[src/rtl/midi_voice_alloc.sv]
// midi_voice_alloc: polyphonic voice allocator for one MIDI channel (note-on/off, round-robin steal).
// Latency: note-on lands NUM_VOICES+3 cycles after accept; a note-off gate falls the cycle after its voice is scanned.
// Backpressure: msg_busy is high outside IDLE and any msg_valid seen while busy is dropped.
// Optional feature: define MIDI_ALLOC_SUSTAIN_EN to enable the CC64 sustain pedal.
module midi_voice_alloc #(
  parameter int NUM_VOICES = 4,
  parameter int CHANNEL    = 0
) (
  input  logic                    clk,
  input  logic                    rst_n,
  input  logic                    msg_valid,
  input  logic [7:0]              msg_status,
  input  logic [7:0]              msg_data1,
  input  logic [7:0]              msg_data2,
  output logic                    msg_busy,
  output logic [NUM_VOICES-1:0]   voice_gate,
  output logic [7*NUM_VOICES-1:0] voice_note,
  output logic [7*NUM_VOICES-1:0] voice_vel,
  output logic [NUM_VOICES-1:0]   voice_load,
  output logic                    steal
);

  localparam int IW = (NUM_VOICES > 1) ? $clog2(NUM_VOICES) : 1;

  typedef enum logic [2:0] {
    S_IDLE,
    S_DECODE,
    S_SCAN_ON,
    S_SCAN_OFF,
    S_ASSIGN
  } state_t;

  state_t state, state_nxt;

  // Captured message; only the 7-bit payload of the data bytes matters.
  logic [7:0] m_status;
  logic [6:0] m_d1;
  logic [6:0] m_d2;

  // Scan bookkeeping.
  logic [IW-1:0] idx;
  logic          match_found;
  logic [IW-1:0] match_idx;
  logic          free_found;
  logic [IW-1:0] free_idx;
  logic [IW-1:0] steal_ptr;

  // Voice state.
  logic [NUM_VOICES-1:0] gate_r;
  logic [6:0]            note_r [NUM_VOICES];
  logic [6:0]            vel_r  [NUM_VOICES];
  logic [NUM_VOICES-1:0] load_r;
  logic                  steal_r;

  // Bit 7 of each data byte carries no meaning for channel messages.
  logic unused_data_bits;
  assign unused_data_bits = msg_data1[7] ^ msg_data2[7];

  logic          ch_hit;
  logic          is_note_on;
  logic          is_note_off;
  logic          last_idx;
  logic [IW-1:0] tgt;
  logic          use_steal;
  logic [IW-1:0] steal_ptr_nxt;

  assign ch_hit      = (m_status[3:0] == 4'(CHANNEL));
  assign is_note_on  = (m_status[7:4] == 4'h9) && (m_d2 != 7'd0);
  assign is_note_off = (m_status[7:4] == 4'h8) || ((m_status[7:4] == 4'h9) && (m_d2 == 7'd0));
  assign last_idx    = (idx == IW'(NUM_VOICES - 1));
  assign msg_busy    = (state != S_IDLE);

  // Target choice: retrigger beats free voice, and only a full pool steals.
  always_comb begin
    tgt       = steal_ptr;
    use_steal = 1'b0;
    if (match_found) begin
      tgt = match_idx;
    end else if (free_found) begin
      tgt = free_idx;
    end else begin
      use_steal = 1'b1;
    end
    steal_ptr_nxt = (steal_ptr == IW'(NUM_VOICES - 1)) ? '0 : steal_ptr + IW'(1);
  end

  // State register.
  always_ff @(posedge clk or negedge rst_n) begin
    if (!rst_n) begin
      state <= S_IDLE;
    end else begin
      state <= state_nxt;
    end
  end

  // Next-state decode.
  always_comb begin
    state_nxt = state;
    case (state)
      S_IDLE: begin
        if (msg_valid) state_nxt = S_DECODE;
      end
      S_DECODE: begin
        if (!ch_hit)          state_nxt = S_IDLE;
        else if (is_note_on)  state_nxt = S_SCAN_ON;
        else if (is_note_off) state_nxt = S_SCAN_OFF;
        else                  state_nxt = S_IDLE;
      end
      S_SCAN_ON: begin
        if (last_idx) state_nxt = S_ASSIGN;
      end
      S_SCAN_OFF: begin
        if (last_idx) state_nxt = S_IDLE;
      end
      S_ASSIGN: begin
        state_nxt = S_IDLE;
      end
      default: begin
        state_nxt = S_IDLE;
      end
    endcase
  end

  // Message capture and note-on scan bookkeeping.
  always_ff @(posedge clk or negedge rst_n) begin
    if (!rst_n) begin
      m_status    <= '0;
      m_d1        <= '0;
      m_d2        <= '0;
      idx         <= '0;
      match_found <= 1'b0;
      match_idx   <= '0;
      free_found  <= 1'b0;
      free_idx    <= '0;
    end else begin
      case (state)
        S_IDLE: begin
          if (msg_valid) begin
            m_status    <= msg_status;
            m_d1        <= msg_data1[6:0];
            m_d2        <= msg_data2[6:0];
            idx         <= '0;
            match_found <= 1'b0;
            free_found  <= 1'b0;
          end
        end
        S_SCAN_ON: begin
          if (gate_r[idx] && (note_r[idx] == m_d1) && !match_found) begin
            match_found <= 1'b1;
            match_idx   <= idx;
          end
          if (!gate_r[idx] && !free_found) begin
            free_found <= 1'b1;
            free_idx   <= idx;
          end
          idx <= idx + IW'(1);
        end
        S_SCAN_OFF: begin
          idx <= idx + IW'(1);
        end
        default: begin
        end
      endcase
    end
  end

`ifdef MIDI_ALLOC_SUSTAIN_EN
  logic                  sus_flag;
  logic [NUM_VOICES-1:0] sus_r;
  logic                  is_sus_cc;

  assign is_sus_cc = ch_hit && (m_status[7:4] == 4'hB) && (m_d1 == 7'd64);

  // Voice state update with sustain: pedal-held note-offs are deferred until pedal release.
  always_ff @(posedge clk or negedge rst_n) begin
    if (!rst_n) begin
      gate_r    <= '0;
      load_r    <= '0;
      steal_r   <= 1'b0;
      steal_ptr <= '0;
      sus_flag  <= 1'b0;
      sus_r     <= '0;
      for (int i = 0; i < NUM_VOICES; i++) begin
        note_r[i] <= '0;
        vel_r[i]  <= '0;
      end
    end else begin
      load_r  <= '0;
      steal_r <= 1'b0;
      case (state)
        S_DECODE: begin
          if (is_sus_cc) begin
            if (m_d2[6]) begin
              sus_flag <= 1'b1;
            end else begin
              sus_flag <= 1'b0;
              gate_r   <= gate_r & ~sus_r;
              sus_r    <= '0;
            end
          end
        end
        S_SCAN_OFF: begin
          if (gate_r[idx] && (note_r[idx] == m_d1)) begin
            if (sus_flag) sus_r[idx]  <= 1'b1;
            else          gate_r[idx] <= 1'b0;
          end
        end
        S_ASSIGN: begin
          gate_r[tgt] <= 1'b1;
          sus_r[tgt]  <= 1'b0;
          note_r[tgt] <= m_d1;
          vel_r[tgt]  <= m_d2;
          load_r[tgt] <= 1'b1;
          steal_r     <= use_steal;
          if (use_steal) steal_ptr <= steal_ptr_nxt;
        end
        default: begin
        end
      endcase
    end
  end
`else
  // Voice state update: note-off clears gate, assignment loads note/vel and sets gate.
  always_ff @(posedge clk or negedge rst_n) begin
    if (!rst_n) begin
      gate_r    <= '0;
      load_r    <= '0;
      steal_r   <= 1'b0;
      steal_ptr <= '0;
      for (int i = 0; i < NUM_VOICES; i++) begin
        note_r[i] <= '0;
        vel_r[i]  <= '0;
      end
    end else begin
      load_r  <= '0;
      steal_r <= 1'b0;
      case (state)
        S_SCAN_OFF: begin
          if (gate_r[idx] && (note_r[idx] == m_d1)) gate_r[idx] <= 1'b0;
        end
        S_ASSIGN: begin
          gate_r[tgt] <= 1'b1;
          note_r[tgt] <= m_d1;
          vel_r[tgt]  <= m_d2;
          load_r[tgt] <= 1'b1;
          steal_r     <= use_steal;
          if (use_steal) steal_ptr <= steal_ptr_nxt;
        end
        default: begin
        end
      endcase
    end
  end
`endif

  // Pack per-voice registers onto the flat output buses.
  always_comb begin
    voice_note = '0;
    voice_vel  = '0;
    for (int i = 0; i < NUM_VOICES; i++) begin
      voice_note[7*i +: 7] = note_r[i];
      voice_vel[7*i +: 7]  = vel_r[i];
    end
  end

  assign voice_gate = gate_r;
  assign voice_load = load_r;
  assign steal      = steal_r;

endmodule

[config.mk]
export PLATFORM = sky130hd
export DESIGN_NAME = midi_voice_alloc
export DESIGN_NICKNAME = d
export VERILOG_FILES = /design/src/rtl/midi_voice_alloc.sv
export SDC_FILE = /design/constraint.sdc
export NUM_CORES = 1
export LEC_CHECK = 0
export ABC_AREA = 1
export CORE_MARGIN = 2
export CORE_UTILIZATION = 55
export CTS_CLUSTER_DIAMETER = 100
export DETAILED_ROUTE_END_ITERATION = 10
export GPL_TIMING_DRIVEN = 0
export HOLD_SLACK_MARGIN = 0.15
export PLACE_DENSITY = 0.83
export SYNTH_ARGS = -nofsm -noshare
export SYNTH_HDL_FRONTEND = slang
export SYNTH_SLANG_ARGS = --single-unit
export TNS_END_PERCENT = 1
[constraint.sdc]
create_clock -name clk -period 3.5 [get_ports clk]
set_input_delay 0.525 -clock clk [delete_from_list [all_inputs] [get_ports clk]]
set_output_delay 0.525 -clock clk [all_outputs]
set_load 0.1 [all_outputs]
## Word-level counts from Yosys, hierarchy flattened

Cells that the tools add are included.

- Bits in registers: 100
- Input port bits: 27
- Word-level logic and storage cells: 116

- Equal/unequal tests: 15
- Add/subtract/negate cells: 2
- Bitwise operators: 5
- $lt $le $gt $ge: 7
- Reduce and logical (&&, ||, !) cells: 30
- Mux-type cells: 36

Operators by type and width:

| cell | count |
|---|---|
| bitwise mux 28 bit | 2 |
| two-way mux 7 bit | 3 |
| binary-select mux 7 bit (select 2 bit) | 1 |
| demux 7 bit (select 2 bit) | 1 |
| two-way mux 2 bit | 7 |
| != test 2 bit, second input constant | 6 |
| one-hot mux 3 bit (4 select lines) | 1 |
| AND reduction 2 bit | 6 |
| two-way mux 1 bit | 9 |
| two-way mux 3 bit | 3 |
| AND reduction 3 bit | 3 |
| == test 4 bit, second input constant | 2 |
| logical AND 1 bit | 8 |
| two-way mux 4 bit | 2 |
| one-hot mux 4 bit (2 select lines) | 1 |
| == test 7 bit | 1 |
| logical NOT 7 bit | 1 |
| nonzero test 7 bit | 1 |
| == test 3 x 2 -> 1 bit, second input constant | 2 |
| greater-or-equal comparator 3 bit, second input constant | 2 |
| < comparator 2 x 3 -> 1 bit, second input constant | 2 |
| inverter 2 -> 3 bit | 2 |
| nonzero test 2 bit | 3 |
| adder 2 x 1 -> 2 bit, second input constant | 2 |
| other kinds (18) | 24 |

## Logic depth before layout (Yosys ltp)

- Depth in word-level cells: 9
- Mapped depth: 14

## Worst setup path after synthesis

Ideal clock, no wire load.

- Path type: register -> register
- Start: register state[2]
- End: register m_d2[3]
- Setup time: 0.131 ns
- Arrival: 2.022 ns
- Clock period less this slack: 2.153 ns
- Stages on the path, launching flop included: 7
- Slack: 1.347 ns
- Data required time: 3.369 ns
- Buffers on the path: 2
- Cells stage by stage: dfrtp_1 nor2_1 nand2_1 nor2_1 buf_2 buf_2 o21ai_0

- Word-level cells in the longest chain between the ends: 2

RTL lines:

| item | line | source |
|---|---|---|
| from (decl) | 33 | `state_t state, state_nxt;` |
| from (signal assigned) | 92 | `state <= state_nxt;` |
| logical NOT 3 bit | 136 | `case (state)` |
| AND reduction 2 bit (no line) | - |  |
| to (signal assigned) | 141 | `m_d2 <= msg_data2[6:0];` |
| to (decl) | 38 | `logic [6:0] m_d2;` |

Every way passes these cells.
A chain may end at the register's enable or synchronous reset.

## Worst setup path after layout

- Start: register state[2]
- End: output msg_busy

- Word-level cells in the longest chain between the ends: 1

RTL lines:

| item | line | source |
|---|---|---|
| nonzero test 3 bit | 71 | `assign msg_busy = (state != S_IDLE);` |
| to (decl) | 15 | `output logic msg_busy,` |

Every way passes these cells.

==> key figures <==
Outcome
  – Status: complete, no violations

Floorplanning
  – Total die area: 0.00879 mm^2
  – Initial core utilization: 0.571
  – Rows: 32
  – Chip Width: 93.8 um
  – IO Pins: 93
  – Die height: 93.8 um
  – CORE AREA: 0.00777 mm^2

Layout
  – Layout cells sized above 1: 0.129
  – Most frequent cells in the layout: 176 x nand2_1, 100 x dfrtp_1, 89 x clkdlybuf4s50_1, 43 x o21ai_0, 29 x inv_1
  – Final Core Density: 0.730
  – Commonest non-fill, non-tap cell in the layout: nand2_1
  – Post-Layout Cell Count: 706
  – Area delta synth->final: 27.9%
  – Fin area: 0.00567 mm^2
  – Nets: 631
  – Diodes inserted: 0

Clock tree
  – Worst-Skew Late Latency: ~0.38 ns
  – Number of H-tree levels: 3
  – Reg clk slew, reported paths: 0.09 ns
  – Clk sinks: 100
  – CTS max path bufs: 2
  – CTS tree: built
  – CTS Buf Count: 9
  – Root buffer cell: clkbuf_8
  – CTS-repair resized insts: 0

Timing
  – Period utilisation layout: 0.783
  – FMAX: roughly 370 MHz
  – Max-slew headroom: 0.322
  – Pins over their slew limit: 0
  – Final setup viols: 0
  – Hold WS: a little under 0.5 ns
  – Hold Vio Cnt, Final: 0
  – Post-route minimum period: between 2 and 3 ns
  – Clock Skew: 0.0124 ns
  – RSZ-0062 raised after global routing: false
  – Measured slew at the worst slew-check pin: 1.01 ns

Setup path
  – Critical Path Max Stage Delay: 1.14 ns
  – CP Launch Type: register
  – Endpoint type of the worst setup path: output port
  – CP delay by family, top: buffers and inverters
  – Worst Path Max Fanout: 7
  – Critical path buffers and inverters: 1
  – CP cell instances: nor2_1, nand2_1, clkdlybuf4s50_1
  – WS Path Type: reg -> out
  – Req. time, crit path: 2.97 ns
  – Arr. time, crit path: 2.21 ns
  – CP max stage cell: clkdlybuf4s50_1

Place
  – Detailed Place HPWL: about 8.1 mm
  – Cells after DPL: approximately 690
  – Placed instance area: 0.00549 mm^2
  – Number of I/O port buffers: 90
  – Final GP Congestion: 0.860

Yosys
  – Cells after Synth: 496
  – Post-Synth Adder-Cell Area: 0.0141
  – Distinct cell type count after synthesis: 29
  – Compound-Gate Fraction of Synth Area: 0.115
  – EDFF count, synth: 0
  – Net Count, Synth: 528
  – Share of the synthesized area in the top cell type: 0.564
  – Mux cell area share after synthesis: 0.00254
  – Post-synthesis sequential area ratio: 0.564
  – Synth Area in Simple Gates: 0.227
  – Post-Syn Area: 0.00443 mm^2
  – Async S/R FF share, synth: 1.00
  – Dominant cells by area after synthesis: dfrtp_1 56%, nand2_1 15%, o21ai_0 4.9%
  – Syn_area_per_cell: 8.94 um^2
  – Cell taking the most area after synthesis: dfrtp_1
  – Post-Synth XOR/XNOR Area: 0
  – Largest family of logic cells by synthesized area: simple AND/OR/NAND/NOR gates
  – Top_reg_cell synth: dfrtp_1
  – Synthesized flop and latch total: 100
  – Synth warn: 0

Power and ir drop
  – Total power: 0.00575 W
  – Pwr per Cell Area: 1010 mW/mm^2
  – Lkg Pwr: 2.63 nW
  – Highest ir drop seen on vdd: approximately 0.52 mV

Global route
  – Total global routing overflow: 0
  – Vias in the first global route: 3,675
  – Antenna violations before repair: 0
  – First-pass GRT wire length: roughly 19 mm
  – Largest net degree at the start of global routing: 68
  – Total GRT Usage: 0.281

Drt
  – Post-route ant nets: 0
  – DR iter-0 viols: 317
  – Via Count: 3,901
  – Routed WL: 11.7 mm
  – Residual DRC: 0
  – Avg Vias per Cell: 5.53
  – Pre-Repair DR Iteration Count: 5
  – Drt wl/cell: 16.5 um

Flow run
  – Max Cap Viol: 0

Worst hold path
  – HP Class: reg -> reg
logic make-up (layout without fill, tap and decap cells):
| group | after synthesis | in the layout |
|---|---|---|
| simple gates | 242 | 242 |
| flops | 100 | 100 |
| compound gates | 88 | 88 |
| buf+inv | 60 | 168 |
| fa+ha+maj | 5 | 5 |
| mux | 1 | 1 |
sequential cells by signal, indices dropped and copies added (netlist names):
| register | flops |
|---|---|
| steal_ptr | 2 |
| state | 3 |
| m_status | 8 |
| voice_vel | 28 |
| match_found | 1 |
| match_idx | 2 |
| m_d2 | 7 |
| idx | 2 |
| steal | 1 |
| free_idx | 2 |
| free_found | 1 |
| voice_load | 4 |
| voice_note | 28 |
| voice_gate | 4 |
| m_d1 | 7 |
power breakdown:
group	internal, W	switching, W
Sequential	0.00152	0.000262
Combinational	0.000794	0.00249
Clock	0.000264	0.000420
Total	0.00258	0.00317
cell type report:
class | instances | area, um^2
inverters | 38 | 145
well taps | 102 | 128
clock inverters | 6 | 47.5
clock buffers | 10 | 128
repair buffers | 92 | 936
flip-flops and latches | 100 | 2500
fillers | 592 | 2100
multi-input cells | 336 | 1590
plain buffers | 22 | 196
routing by layer:
layer / GRT usage / up-vias / part of all wire
li1: - / 1797 / -
met1: 0.379 / 1910 / 0.42
met2: 0.456 / 173 / 0.50
met3: 0.0562 / 21 / 0.063
met4: 0.100 / 0 / 0.016
met5: 0 / - / 0
path summary, 6_finish.rpt:
kind	slack, ns	start	cells after the start	to
hold / removal	0.48	m_status[5]	2	m_status[5]
max in group asynchronous	2.20	rst_n	3	voice_gate[1]
setup reg to reg	1.53	idx[0]	14	voice_gate[3]
setup / recovery	0.76	state[2]	3	msg_busy
min in group asynchronous	0.63	rst_n	2	voice_vel[22]
hold reg to reg	0.48	m_status[5]	2	m_status[5]
worst reg2reg max path, delay by kind of cell, from the launching register on:
family / cells / cell delay, ns
buffers and inverters: 3 / 0.37
DFF: 1 / 0.44
and+or+nand+nor: 11 / 1.02
Yosys cell counts (4+ instances only):
master,number
dfrtp_1,100
nor3_1,4
nor2_1,15
o21ai_1,23
nor2_2,5
nand3_1,28
o21ai_2,15
o21ai_0,43
ha_1,5
buf_6,12
nand2_1,176
buf_2,4
inv_2,8
inv_1,29
nand2_2,7
repair_timing:
item | 4_1_cts | 5_1_grt
hold buffers | 1 | 0
hold endpoints to repair | 33 | 0
buffers inserted | 0 | 0
stage by stage:
step / TNS (ns) / worst slack (ns)
6_report: 0 / 0.761
2_1_floorplan: 0 / 1.35
3_3_place_gp: -160.94 / -1.61
3_5_place_dp: 0 / 1.17
5_1_grt: 0 / 0.657
4_1_cts: 0 / 0.757
Power figures use the tool's default switching activity.
